`config.mk`:
```
export PLATFORM = sky130hd
export DESIGN_NAME = pipe_elastic_buffer
export DESIGN_NICKNAME = d
export VERILOG_FILES = /design/src/rtl/pipe_elastic_buffer.sv
export SDC_FILE = /design/constraint.sdc
export NUM_CORES = 1
export LEC_CHECK = 0
export ABC_CLOCK_PERIOD_IN_PS = 2200
export BUFFER_PORTS_ARGS = -buffer_cell sky130_fd_sc_hd__buf_2
export CAP_MARGIN = 20
export CORE_MARGIN = 1.5
export CORE_UTILIZATION = 50
export DETAILED_ROUTE_END_ITERATION = 8
export PLACE_DENSITY = 0.77
export SLEW_MARGIN = 15
export SYNTH_ARGS = -nofsm -noshare
export SYNTH_HDL_FRONTEND = slang
export SYNTH_SLANG_ARGS = --single-unit
```
`constraint.sdc`:
```
create_clock -name clk -period 2.2 [get_ports clk]
set_input_delay 0.22 -clock clk [delete_from_list [all_inputs] [get_ports clk]]
set_output_delay 0.22 -clock clk [all_outputs]
set_load 0.02 [all_outputs]
```
`src/rtl/pipe_elastic_buffer.sv`:
```
// In-order elastic buffer between two pipeline stages.
// Intake stalls behind a faulting entry until that entry drains.
module pipe_elastic_buffer #(
  parameter int DATA_W = 32,
  parameter int EXC_W = 12,
  parameter int DEPTH = 2,
  localparam int CNT_W = $clog2(DEPTH + 1)
) (
  input  logic              clk,
  input  logic              rst,
  input  logic              flush,
  input  logic              in_valid,
  output logic              in_ready,
  input  logic [DATA_W-1:0] in_data,
  input  logic [31:0]       in_pc,
  input  logic [EXC_W-1:0]  in_exc,
  output logic              out_valid,
  input  logic              out_ready,
  output logic [DATA_W-1:0] out_data,
  output logic [31:0]       out_pc,
  output logic [EXC_W-1:0]  out_exc,
  output logic [CNT_W-1:0]  count,
  output logic              exc_block
);

  localparam int PTR_W = $clog2(DEPTH);

  logic [DATA_W-1:0] data_q [DEPTH];
  logic [DATA_W-1:0] data_d [DEPTH];
  logic [31:0]       pc_q   [DEPTH];
  logic [31:0]       pc_d   [DEPTH];
  logic [EXC_W-1:0]  exc_q  [DEPTH];
  logic [EXC_W-1:0]  exc_d  [DEPTH];

  logic [PTR_W-1:0] wr_ptr_q, wr_ptr_d;
  logic [PTR_W-1:0] rd_ptr_q, rd_ptr_d;
  logic [CNT_W-1:0] count_q, count_d;
  logic             exc_block_q, exc_block_d;

  logic full;
  logic push;
  logic pop;

  assign full      = (count_q == CNT_W'(DEPTH));
  assign in_ready  = ~full & ~exc_block_q;
  assign out_valid = (count_q != '0);
  assign push      = in_valid & in_ready & ~flush;
  assign pop       = out_valid & out_ready & ~flush;

  assign count     = count_q;
  assign exc_block = exc_block_q;
  assign out_data  = out_valid ? data_q[rd_ptr_q] : '0;
  assign out_pc    = out_valid ? pc_q[rd_ptr_q] : '0;
  assign out_exc   = out_valid ? exc_q[rd_ptr_q] : '0;

  always_comb begin
    data_d      = data_q;
    pc_d        = pc_q;
    exc_d       = exc_q;
    wr_ptr_d    = wr_ptr_q;
    rd_ptr_d    = rd_ptr_q;
    count_d     = count_q;
    exc_block_d = exc_block_q;
    if (flush) begin
      wr_ptr_d    = '0;
      rd_ptr_d    = '0;
      count_d     = '0;
      exc_block_d = 1'b0;
    end else begin
      if (push) begin
        data_d[wr_ptr_q] = in_data;
        pc_d[wr_ptr_q]   = in_pc;
        exc_d[wr_ptr_q]  = in_exc;
        wr_ptr_d         = wr_ptr_q + PTR_W'(1);
      end
      if (pop) begin
        rd_ptr_d = rd_ptr_q + PTR_W'(1);
      end
      case ({push, pop})
        2'b10:   count_d = count_q + CNT_W'(1);
        2'b01:   count_d = count_q - CNT_W'(1);
        default: count_d = count_q;
      endcase
      // The faulting entry is always the youngest, so it leaves last.
      if (push && (in_exc != '0)) begin
        exc_block_d = 1'b1;
      end else if (pop && exc_block_q && (count_q == CNT_W'(1))) begin
        exc_block_d = 1'b0;
      end
    end
  end

  always_ff @(posedge clk) begin
    if (rst) begin
      for (int i = 0; i < DEPTH; i++) begin
        data_q[i] <= '0;
        pc_q[i]   <= '0;
        exc_q[i]  <= '0;
      end
      wr_ptr_q    <= '0;
      rd_ptr_q    <= '0;
      count_q     <= '0;
      exc_block_q <= 1'b0;
    end else begin
      data_q      <= data_d;
      pc_q        <= pc_d;
      exc_q       <= exc_d;
      wr_ptr_q    <= wr_ptr_d;
      rd_ptr_q    <= rd_ptr_d;
      count_q     <= count_d;
      exc_block_q <= exc_block_d;
    end
  end

endmodule

```
==> reports/metrics.yaml, run 1 <==
crit_family: "buffers and inverters"
leakage_uw: 0.00311
critical-path-max-stage-delay_ns: 0.39
p_clk_share_pct: 49.1
fillers: 1252
core-area_um2: 13900
cp_slowest_cell: "dfxtp_1"
gp_congestion: 0.776
antenna_found_initial: 1
fin_crit_ns: 2.03
synth_ff_type: "dfxtp_1"
power.density_nw_per_um2: 832
hold_path.class: "input pin to register"
numCtsBuffers: 17
final_area_um2: 8740
synthTopCellsByArea: "dfxtp_1 (44%), nand3_1 (11%), a21oi_1 (11%)"
row_count: 43
worstPathArrival_ns: 2.38
cts_buffer_depth: 2
fin_nets: 1083
drt_first_pass_iters: 5
yosysSeqAreaShare_pct: 43.7
grt_usage_pct: 24.1
synthesis.area_um2: 7190
wirelength_mm: 18.4
post-route-worst-setup-slack_ns: 0.172
yosys.cell_types.count: 25
status: "complete, no violations"
setup-violations-final: 0
ys_warn_count: 0
cpMostUsedCell: "buf_4"
vias_per_cell: 5.73
ys_top_cells_by_count: "dfxtp_1 (157), nand3_1 (154), a21oi_1 (152), o21ai_0 (83), nor2_1 (82)"
h-tree-depth: 4
port_buffers: 161
grt_max_degree: 154
fmax_ghz: 0.493
drive_gt1_share_pct: 22.0
via_count: 6827
p_seq_share_pct: 41.0
crit_type: "register to register"
avgSynthCellArea_um2: 8.01
start_kind: "register"
crit_chain: "inv_1 -> ha_1 -> nor4b_4 -> buf_4 -> buf_4 -> buf_12 -> nand3_1 -> a21oi_1"
worstMarginPinSlew_ns: 0.657
clock_sinks: 157
placed_area_um2: 7990
synth_top_area_cell: "dfxtp_1"
clock_skew_ns: 0.0152
area_growth_pct: 21.6
initial_core_util_pct: 51.6
end_kind: "register"
place_ws_ns: 0.149
async_reset_ff_share_pct: 0
ir_drop_mv: 0.738
cts-root-buf: "clkbuf_16"
synthCells: 897
ant_nets: 0
crit_required_ns: 2.55
insertion_delay_ns: 0.43
final_hold_viol_count: 0
die_area_um2: 15100
rsz0062_at_grt: "no"
wl_per_cell_um: 15.4
crit_buf_inv: 4
die_w_um: 123
dp_hpwl_mm: 10.6
yosysMostFrequentCell: "dfxtp_1"
grt_pass1_wl_mm: 29.2
grt_pass1_vias: 6052
initialDrtViolationCount: 689
worstPathMaxFanout: 88
clk_pin_slew_ns: 0.07
dieHeight_um: 123
max-slew-margin-rel_pct: 56.2
switching_share_pct: 23.5
ys_ff_latch: 157
syn_nets: 982
p_sw_uw: 1710
cap_violations: 0
cellInternalPower_uw: 5570
yosysTopAreaCellShare_pct: 43.7
p_comb_share_pct: 9.9
finalSetupTns_ns: 0
synth_edf_count: 0
cts_tree: "built"
period_share_pct: 92.2
ios: 162
grt.overflow.total: 0
drv_slew: 0
drc_errors: 0
## cells by family (layout without fill, tap and decap cells)
kind of cell	count (synthesis)	count (layout)	share of synthesized area, %
buf+inv	106	220	7.24
simple gates	244	244	15.9
fa+ha+maj	4	4	0.696
xor+xnor	4	4	0.487
flops	157	157	43.7
other cells	0	1	0
compound gates	306	306	21.4
mux	76	76	10.6
## what timing repair did
| item | CTS | global route |
|---|---|---|
| gates resized for setup | 0 | 1 |
| hold buffers | 0 | 0 |
| setup buffers | 0 | 2 |
| setup endpoints to repair | 0 | 84 |
## cell usage in the layout (no fill, tap or decap), drive strengths merged
cell type and instances:
xnor2 2, mux2i 76, nand3 154, nor2 82, nor4b 1, a211oi 1
xor2 2, or2 1, buf 183, nor4 3, a32o 1, dfxtp 157
nor3b 2, clkinv 4, inv 6, o21ai 152, clkbuf 18, a21oi 152
and2 1, diode 1, ha 4, clkinvlp 1, bufinv 8
## sequential cells by signal (all words and copies together) (netlist names)
signal,cells
exc_block,1
data_q,64
count,2
exc_q,24
pc_q,64
wr_ptr_q,1
rd_ptr_q,1
## through the flow
step           hold slack (ns)  instances  power (uW)  util (%)
2_1_floorplan            0.368        897        3530         -
3_3_place_gp             0.460       1157        3740      57.4
3_5_place_dp             0.466       1157        3750      57.4
4_1_cts                 0.0368       1189        7330      62.6
5_1_grt                 0.0559       1192        7520      62.7
6_report                0.0600       1192        7280      62.7
## tightest hold or removal path, stage by stage
cell and delay [ns]:
buf_2 0.11, nand3_1 0.06, a21oi_1 0.05
## power by group through the flow
stage                     Sequential, uW  Combinational, uW  Clock, uW
after floorplan                     3030                493          0
after global placement              3040                701          0
after detailed placement            3040                708          0
after CTS                           2980                712       3630
after global routing                2990                793       3740
final                               2980                721       3570
## metal layers
metal | global-route usage [%] | routed length (um) | up-vias
met1 | 31.6 | 7800 | 3180
met3 | 6.13 | 1320 | 25
met5 | 0 | 0 | -
met2 | 38.7 | 9000 | 233
li1 | - | - | 3389
met4 | 8.21 | 270 | 0
## worst paths after layout
| path | from | to | slack, ns | cells past startpoint |
|---|---|---|---|---|
| min | in_data[6] | data_q[38]$_SDFFE_PP0P_ | 0.06 | 3 |
| min reg2reg | data_q[39]$_SDFFE_PP0P_ | data_q[39]$_SDFFE_PP0P_ | 0.47 | 2 |
| max | count[0]$_SDFFE_PP0P_ | exc_q[9]$_SDFFE_PP0P_ | 0.17 | 8 |
| max reg2reg | count[0]$_SDFFE_PP0P_ | exc_q[9]$_SDFFE_PP0P_ | 0.17 | 8 |
## cell type report
class / instances / area [um^2] / share of cell area [%]
Antenna cell: 1 / 2.50 / 0.0286
Clock buffer: 18 / 439 / 5.02
Clock inverter: 14 / 288 / 3.29
Inverter: 5 / 26.3 / 0.301
Multi-Input combinational cell: 634 / 3540 / 40.5
Sequential cell: 157 / 3150 / 36.0
Tap cell: 180 / 225 / 2.58
Timing Repair Buffer: 183 / 1070 / 12.3
No activity file was read; power rests on OpenSTA's default activity.
==> inputs of run 2 (changes only) <==
- ABC_CLOCK_PERIOD_IN_PS: 2200 -> 1650
- CORE_UTILIZATION: 50 -> 49
- PLACE_DENSITY: 0.77 -> 0.78
- clock period: 2.2 -> 1.65 ns (I/O delays scaled with it)
==> run 2 against run 1 <==
  * The flow now finishes with violations (negative hold slack, negative setup slack)
  * Sequential power is 34% higher
  * Routed wire length increased by 25%
  * Sequential cell count stayed put
  * Critical path depth unchanged
  * Die area rose by 2.0%
  * Worst hold slack worse by 0.060 ns
  * Count of clock-buffer cells in the layout grew 6
  * Global-route usage up 1.2 points
  * Cell count up 3.1%
  * Via count up 8.4%
==> reports/metrics.yaml, run 2 (synthesized netlist as in run 1, its figures left out) <==
status: "finished with violations"
violations: "negative hold slack, negative setup slack"
cts-root-buf: "clkbuf_16"
placed_area_um2: 8260  # +3.4%
crit_type: "register to register"
drv_slew: 0  # unchanged
cp_slowest_cell: "dfxtp_2"
drive_gt1_share_pct: 37.8  # +16 points
fin_crit_ns: 1.81  # -0.217 ns
vias_per_cell: 6.02  # +5.1%
final_area_um2: 10300  # +18%
finalHoldWorstSlack_ns: -0.000455  # -0.0605 ns
worstMarginPinSlew_ns: 0.430  # -0.227 ns
final_common_cell: "dfxtp_1"
ir_drop_mv: 0.713  # -3.4%
initialDrtViolationCount: 626  # -9.1%
wirelength_mm: 23.0  # +25%
clock_sinks: 157  # unchanged
critical-path-max-stage-delay_ns: 0.33  # -0.06 ns
top_regs: "data_q: 64 flops, pc_q: 64 flops, exc_q: 24 flops"
final_cell_mix: "dfxtp_1 (153), nand3_1 (135), a21oi_1 (133)"
gp_congestion: 0.759  # -2.3%
area_growth_pct: 43.7
hold_path.class: "input pin to register"
rsz0062_at_grt: "yes"
post-route-worst-setup-slack_ns: -0.162  # -0.333 ns
die_area_um2: 15400  # +2.0%
wl_per_cell_um: 18.7  # +21%
end_kind: "register"
final_hold_viol_count: 1  # +1
dp_hpwl_mm: 10.9  # +2.6%
worstPathMaxFanout: 31  # -65%
cap_violations: 0  # unchanged
ant_nets: 0  # unchanged
max-slew-margin-rel_pct: 71.3  # +15 points
grt_usage_pct: 25.4  # +1.2 points
core-area_um2: 14400  # +3.5%
grt_max_degree: 82  # -47%
insertion_delay_ns: 0.43  # about the same
via_count: 7401  # +8.4%
dieHeight_um: 124  # +0.99%
crit_chain: "buf_4 -> ha_4 -> nor4b_4 -> buf_6 -> buf_12 -> clkbuf_16 -> nand3_1 -> a21oi_1"
grt.overflow.total: 0  # unchanged
drc_errors: 0  # unchanged
die_w_um: 124  # +0.99%
ios: 162  # unchanged
fmax_ghz: 0.552  # +12%
initial_core_util_pct: 49.8  # -1.7 points
period_share_pct: 110  # +18 points
clk_pin_slew_ns: 0.06  # about the same
start_kind: "register"
crit_buf_inv: 4  # unchanged
grt_pass1_wl_mm: 30.8  # +5.5%
row_count: 44  # +2.3%
crit_required_ns: 2.00  # -0.55 ns
setup-violations-final: 195  # +195
cts_tree: "built"
grt_pass1_vias: 6265  # +3.5%
port_buffers: 161  # unchanged
worstPathArrival_ns: 2.16  # -0.22 ns
power.density_nw_per_um2: 917  # +10%
place_ws_ns: 0.0176  # -0.131 ns
fin_nets: 1115  # +3.0%
cts_buffer_depth: 2  # unchanged
numCtsBuffers: 17  # unchanged
antenna_found_initial: 2  # +1
crit_family: "buffers and inverters"
leakage_uw: 0.00344  # +11%
clock_skew_ns: 0.0112  # -0.00400 ns
utilization_pct: 71.6  # +8.9 points
h-tree-depth: 4  # unchanged
drt_first_pass_iters: 5  # unchanged
fillers: 1012  # -19%
## run 2: where the power goes
part	total [uW]	switching [uW]	internal (uW)
Sequential	3990	78.9	3910
Combinational	1440	884	554
Clock	4040	1570	2470
Total	9480	2530	6940
## run 2: per-stage QoR
stage / TNS, ns / cells / total power, uW
6_report: -10.05 / 1229 / 9480
3_5_place_dp: 0 / 1166 / 5080
4_1_cts: -7.75 / 1217 / 9200
3_3_place_gp: 0 / 1166 / 5070
2_1_floorplan: -0.333 / 897 / 4740
5_1_grt: -26.21 / 1229 / 9770
## run 2: final timing paths
check	endpoint	cells after the start	slack [ns]	start
max	pc_q[13]$_SDFFE_PP0P_	8	-0.16	count[1]$_SDFFE_PP0P_
min	data_q[42]$_SDFFE_PP0P_	3	-0.0005	in_data[10]
max reg2reg	pc_q[13]$_SDFFE_PP0P_	8	-0.16	count[1]$_SDFFE_PP0P_
min reg2reg	exc_q[1]$_SDFFE_PP0P_	2	0.46	exc_q[1]$_SDFFE_PP0P_
## run 2: area by class of cell
class	instances	area, um^2	share of cell area (%)
inverters	5	31.3	0.303
repair buffers	215	2010	19.4
flip-flops and latches	157	3160	30.6
well taps	184	230	2.23
clock buffers	24	512	4.96
diodes	2	5.00	0.0485
clock inverters	8	104	1.01
multi-input cells	634	4280	41.5
## run 2: what timing repair did
item                       in CTS  in global routing
hold endpoints to repair       17                  0
resized for setup              96                208
gates cloned                    5                  9
pin swaps                       1                 23
buffers inserted                4                  2
hold buffers                   10                  0
setup endpoints to repair      78                230
## run 2: worst reg2reg max path: stages (launching register included)
cell	delay [ns]
dfxtp_2	0.33
buf_4	0.14
ha_4	0.17
nor4b_4	0.25
buf_6	0.17
buf_12	0.14
clkbuf_16	0.23
nand3_1	0.13
a21oi_1	0.20
## run 2: layer usage
layer,vias up,GRT usage (%),part of all wire [%]
li1,3473,-,-
met1,3527,32.6,41
met2,331,41.4,49
met3,70,6.41,6.9
met4,0,8.59,3.2
met5,-,0,0
==> inputs of run 3 (changes only) <==
- ABC_CLOCK_PERIOD_IN_PS: 1650 -> 1500
- CAP_MARGIN: 20 -> default
- CORE_MARGIN: 1.5 -> default
- clock period: 1.65 -> 1.5 ns (I/O delays scaled with it)
==> run 3 against run 2 <==
  * The flow now stops in global routing
  * Synthesized cell count stayed put
  * Synthesized area stayed put
==> reports/metrics.yaml, run 3 <==
numCtsBuffers: 17  # unchanged
avgSynthCellArea_um2: 8.01  # unchanged
row_count: 43  # -2.3%
crit_endpoint: "data_q[24]$_SDFFE_PP0P_/D"
port_buffers: 161  # unchanged
yosysSeqAreaShare_pct: 43.7  # unchanged
status: "aborted with a tool error"
dieHeight_um: 123  # -0.81%
synthTopCellsByArea: "dfxtp_1 (44%), nand3_1 (11%), a21oi_1 (11%)"
ios: 162  # unchanged
synth_top_area_cell: "dfxtp_1"
cts-root-buf: "clkbuf_16"
h-tree-depth: 4  # unchanged
place_ws_ns: -0.138  # -0.156 ns
grt.overflow.total: 6
dp_hpwl_mm: 12.1  # +11%
synthCells: 897  # unchanged
worst-ep-kind: "register data pin"
synth_ff_type: "dfxtp_1"
gp_congestion: 0.762  # +0.50%
yosysMostFrequentCell: "dfxtp_1"
placed_area_um2: 8720  # +5.5%
synth_edf_count: 0  # unchanged
async_reset_ff_share_pct: 0  # unchanged
yosys.cell_types.count: 25  # unchanged
ys_ff_latch: 157  # unchanged
ys_top_cells_by_count: "dfxtp_1 (157), nand3_1 (154), a21oi_1 (152), o21ai_0 (83), nor2_1 (82)"
yosysTopAreaCellShare_pct: 43.7  # unchanged
cts_buffer_depth: 2  # unchanged
grt_max_degree: 81
error: "[ERROR GRT-0232] Routing congestion too high. Check the congestion heatmap in the GUI."
die_w_um: 123  # -0.81%
clock_sinks: 157  # unchanged
synthesis.area_um2: 7190  # unchanged
ys_warn_count: 0  # unchanged
grt_usage_pct: 72.9
initial_core_util_pct: 51.0  # +1.2 points
failing_step: "global routing"
syn_nets: 982  # unchanged
-- run 3: cell counts after synthesis --
No cell type changed its count.
-- run 3: timing repair --
action	CTS
resized for setup	439
cloned	30
buffers inserted	19
hold endpoints to repair	77
pin swaps	62
endpoints found under the setup margin	231
hold buffers	48
-- run 3: through the flow --
stage,hold WS (ns),util [%],cells,TNS [ns]
2_1_floorplan,0.298,-,897,-6.48
3_3_place_gp,0.415,61.9,1184,-7.66
3_5_place_dp,0.419,61.9,1184,-11.56
4_1_cts,0.000217,86.3,1313,-65.29
-- run 3: metal layers --
metal / GRT usage [%] / overflow
met5: 13.2 / 0
met1: 74.7 / 0
met4: 70.3 / 1
met2: 89.9 / 5
met3: 57.2 / 0
-- run 3: cell families after synthesis --
logic type / Yosys count / synth area share, %
AOI/OAI and AO/OA: 306 / 21.4
adders and majority gates: 4 / 0.696
muxes: 76 / 10.6
DFF: 157 / 43.7
and+or+nand+nor: 244 / 15.9
xor gates and xnor gates: 4 / 0.487
buffers and inverters: 106 / 7.24
==> inputs of run 4 (changes only) <==
- ABC_CLOCK_PERIOD_IN_PS: 1500 -> 2000
- CORE_UTILIZATION: 49 -> 35
- PLACE_DENSITY: 0.78 -> default
- PLACE_DENSITY_LB_ADDON: default -> 0.15
- clock period: 1.5 -> 2 ns (I/O delays scaled with it)
==> run 4 against run 3 <==
  * The flow now finishes without violations
==> reports/metrics.yaml, run 4 (synthesized netlist as in run 1, its figures left out) <==
crit_required_ns: 1.80
die_w_um: 145  # +18%
leakage_uw: 0.00310
fin_crit_ns: 1.87
start_kind: "register"
crit_type: "register to primary output"
final_common_cell: "buf_2"
ant_nets: 0
placed_area_um2: 8240  # -5.5%
clock_skew_ns: 0.00701
die_area_um2: 21100
vias_per_cell: 5.26
hold_buffers: 0  # -100%
drive_gt1_share_pct: 22.5
grt_pass1_wl_mm: 33.2
gp_congestion: 0.717  # -6.0%
cts-resized-gates: 0  # -100%
insertion_delay_ns: 0.43
grt_usage_pct: 19.3
dieHeight_um: 145  # +18%
fmax_ghz: 0.533
core-area_um2: 20200
end_kind: "primary output"
final_cell_mix: "buf_2 (160), nand3_1 (154), dfxtp_1 (154)"
clock_sinks: 157  # unchanged
wirelength_mm: 20.3
r2r-end: "data_q[4]$_SDFFE_PP0P_"
dp_hpwl_mm: 12.0  # -0.78%
ir_drop_mv: 0.585
ios: 162  # unchanged
holdPathStages: 3
port_buffers: 161  # unchanged
row_count: 52  # +21%
grt.overflow.total: 0
finalSetupTns_ns: 0
worstMarginPinSlew_ns: 0.734
h-tree-depth: 4  # unchanged
r2r.worst_path.cells: 8
final_hold_viol_count: 0
rsz0062_at_grt: "no"
drt_first_pass_iters: 4
drc_errors: 0
final_area_um2: 8870
wl_per_cell_um: 15.8
power.density_nw_per_um2: 833
worstPathMaxFanout: 57
rr_startpoint: "count[0]$_SDFFE_PP0P_"
antenna_found_initial: 1
initialDrtViolationCount: 454
worstPathArrival_ns: 1.67
holdPathEnd: "data_q[34]$_SDFFE_PP0P_"
grt_pass1_vias: 6399
status: "complete, no violations"
setup-violations-final: 0
period_share_pct: 93.7
cts_tree: "built"
fin_nets: 1090
antenna_cells: 0
max-slew-margin-rel_pct: 51.0
cap_violations: 0
grt_max_degree: 154
numCtsBuffers: 17  # unchanged
top_regs: "data_q: 64 flops, pc_q: 64 flops, exc_q: 24 flops"
cts_buffer_depth: 2  # unchanged
rrSetupSlack_ns: 0.14
initial_core_util_pct: 35.6  # -15 points
min-delay-start: "in_data[2]"
clk_pin_slew_ns: 0.06
via_count: 6778
drv_slew: 0
area_growth_pct: 23.4
fin_total_pwr_uw: 7380
hold_path.class: "input pin to register"
cts-root-buf: "clkbuf_16"
==> run 4: critical path, cell delays in order (launching register included) <==
cell	delay (ns)
dfxtp_1	0.36
inv_1	0.11
ha_4	0.19
buf_12	0.21
nor2_1	0.17
buf_2	0.19
==> run 4: how the worst max path moves through the flow <==
stage	startpoint	endpoint	slack [ns]	cells past startpoint
floorplan	count[0]$_SDFFE_PP0P_	count[0]$_SDFFE_PP0P_	0.01	10
finish	count[1]$_SDFFE_PP0P_	out_exc[10]	0.13	5
global placement	count[0]$_SDFFE_PP0P_	count[0]$_SDFFE_PP0P_	0.14	7
detailed placement	count[0]$_SDFFE_PP0P_	pc_q[28]$_SDFFE_PP0P_	0.1	7
CTS	rd_ptr_q$_SDFFE_PP0P_	out_pc[28]	0.02	4
global route	count[0]$_SDFFE_PP0P_	data_q[4]$_SDFFE_PP0P_	0.01	8
==> run 4: power by group <==
| group | switching (uW) | leakage (uW) | internal (uW) |
|---|---|---|---|
| Combinational | 553 | 0.00154 | 290 |
| Sequential | 49.7 | 0.00128 | 3230 |
| Clock | 1350 | 0.000280 | 1910 |
==> run 4: cell type report <==
type / instances / area (um^2)
fillers: 2117 / 11300
multi-input cells: 634 / 3550
flip-flops and latches: 157 / 3150
repair buffers: 190 / 1210
clock buffers: 20 / 457
well taps: 270 / 338
clock inverters: 12 / 136
inverters: 5 / 23.8
==> run 4: timing repair <==
| action | 4_1_cts | 5_1_grt |
|---|---|---|
| hold endpoints to repair | 0 | 0 |
| buffers inserted | 0 | 5 |
| endpoints found under the setup margin | 0 | 98 |
==> run 4: through the flow <==
| stage | instances | utilization, % | setup WS, ns | hold slack, ns |
|---|---|---|---|---|
| finish | 1288 | 44.0 | 0.125 | 0.0400 |
| floorplan | 897 | - | 0.0108 | 0.348 |
| CTS | 1283 | 43.8 | 0.0184 | 0.0231 |
| global placement | 1251 | 40.8 | 0.143 | 0.461 |
| global route | 1288 | 44.0 | 0.00983 | 0.0292 |
| detailed placement | 1251 | 40.8 | 0.0967 | 0.466 |
==> run 4: metal layers <==
layer  up-vias  track usage (%)  wire length (um)  part of all wire, %
li1       3396                -                 -                    -
met3        28             4.72              1040                  5.1
met5         -                0                 8                0.039
met1      3193             26.7              9610                   47
met2       159             29.4              9310                   46
met4         2             6.53               378                  1.9
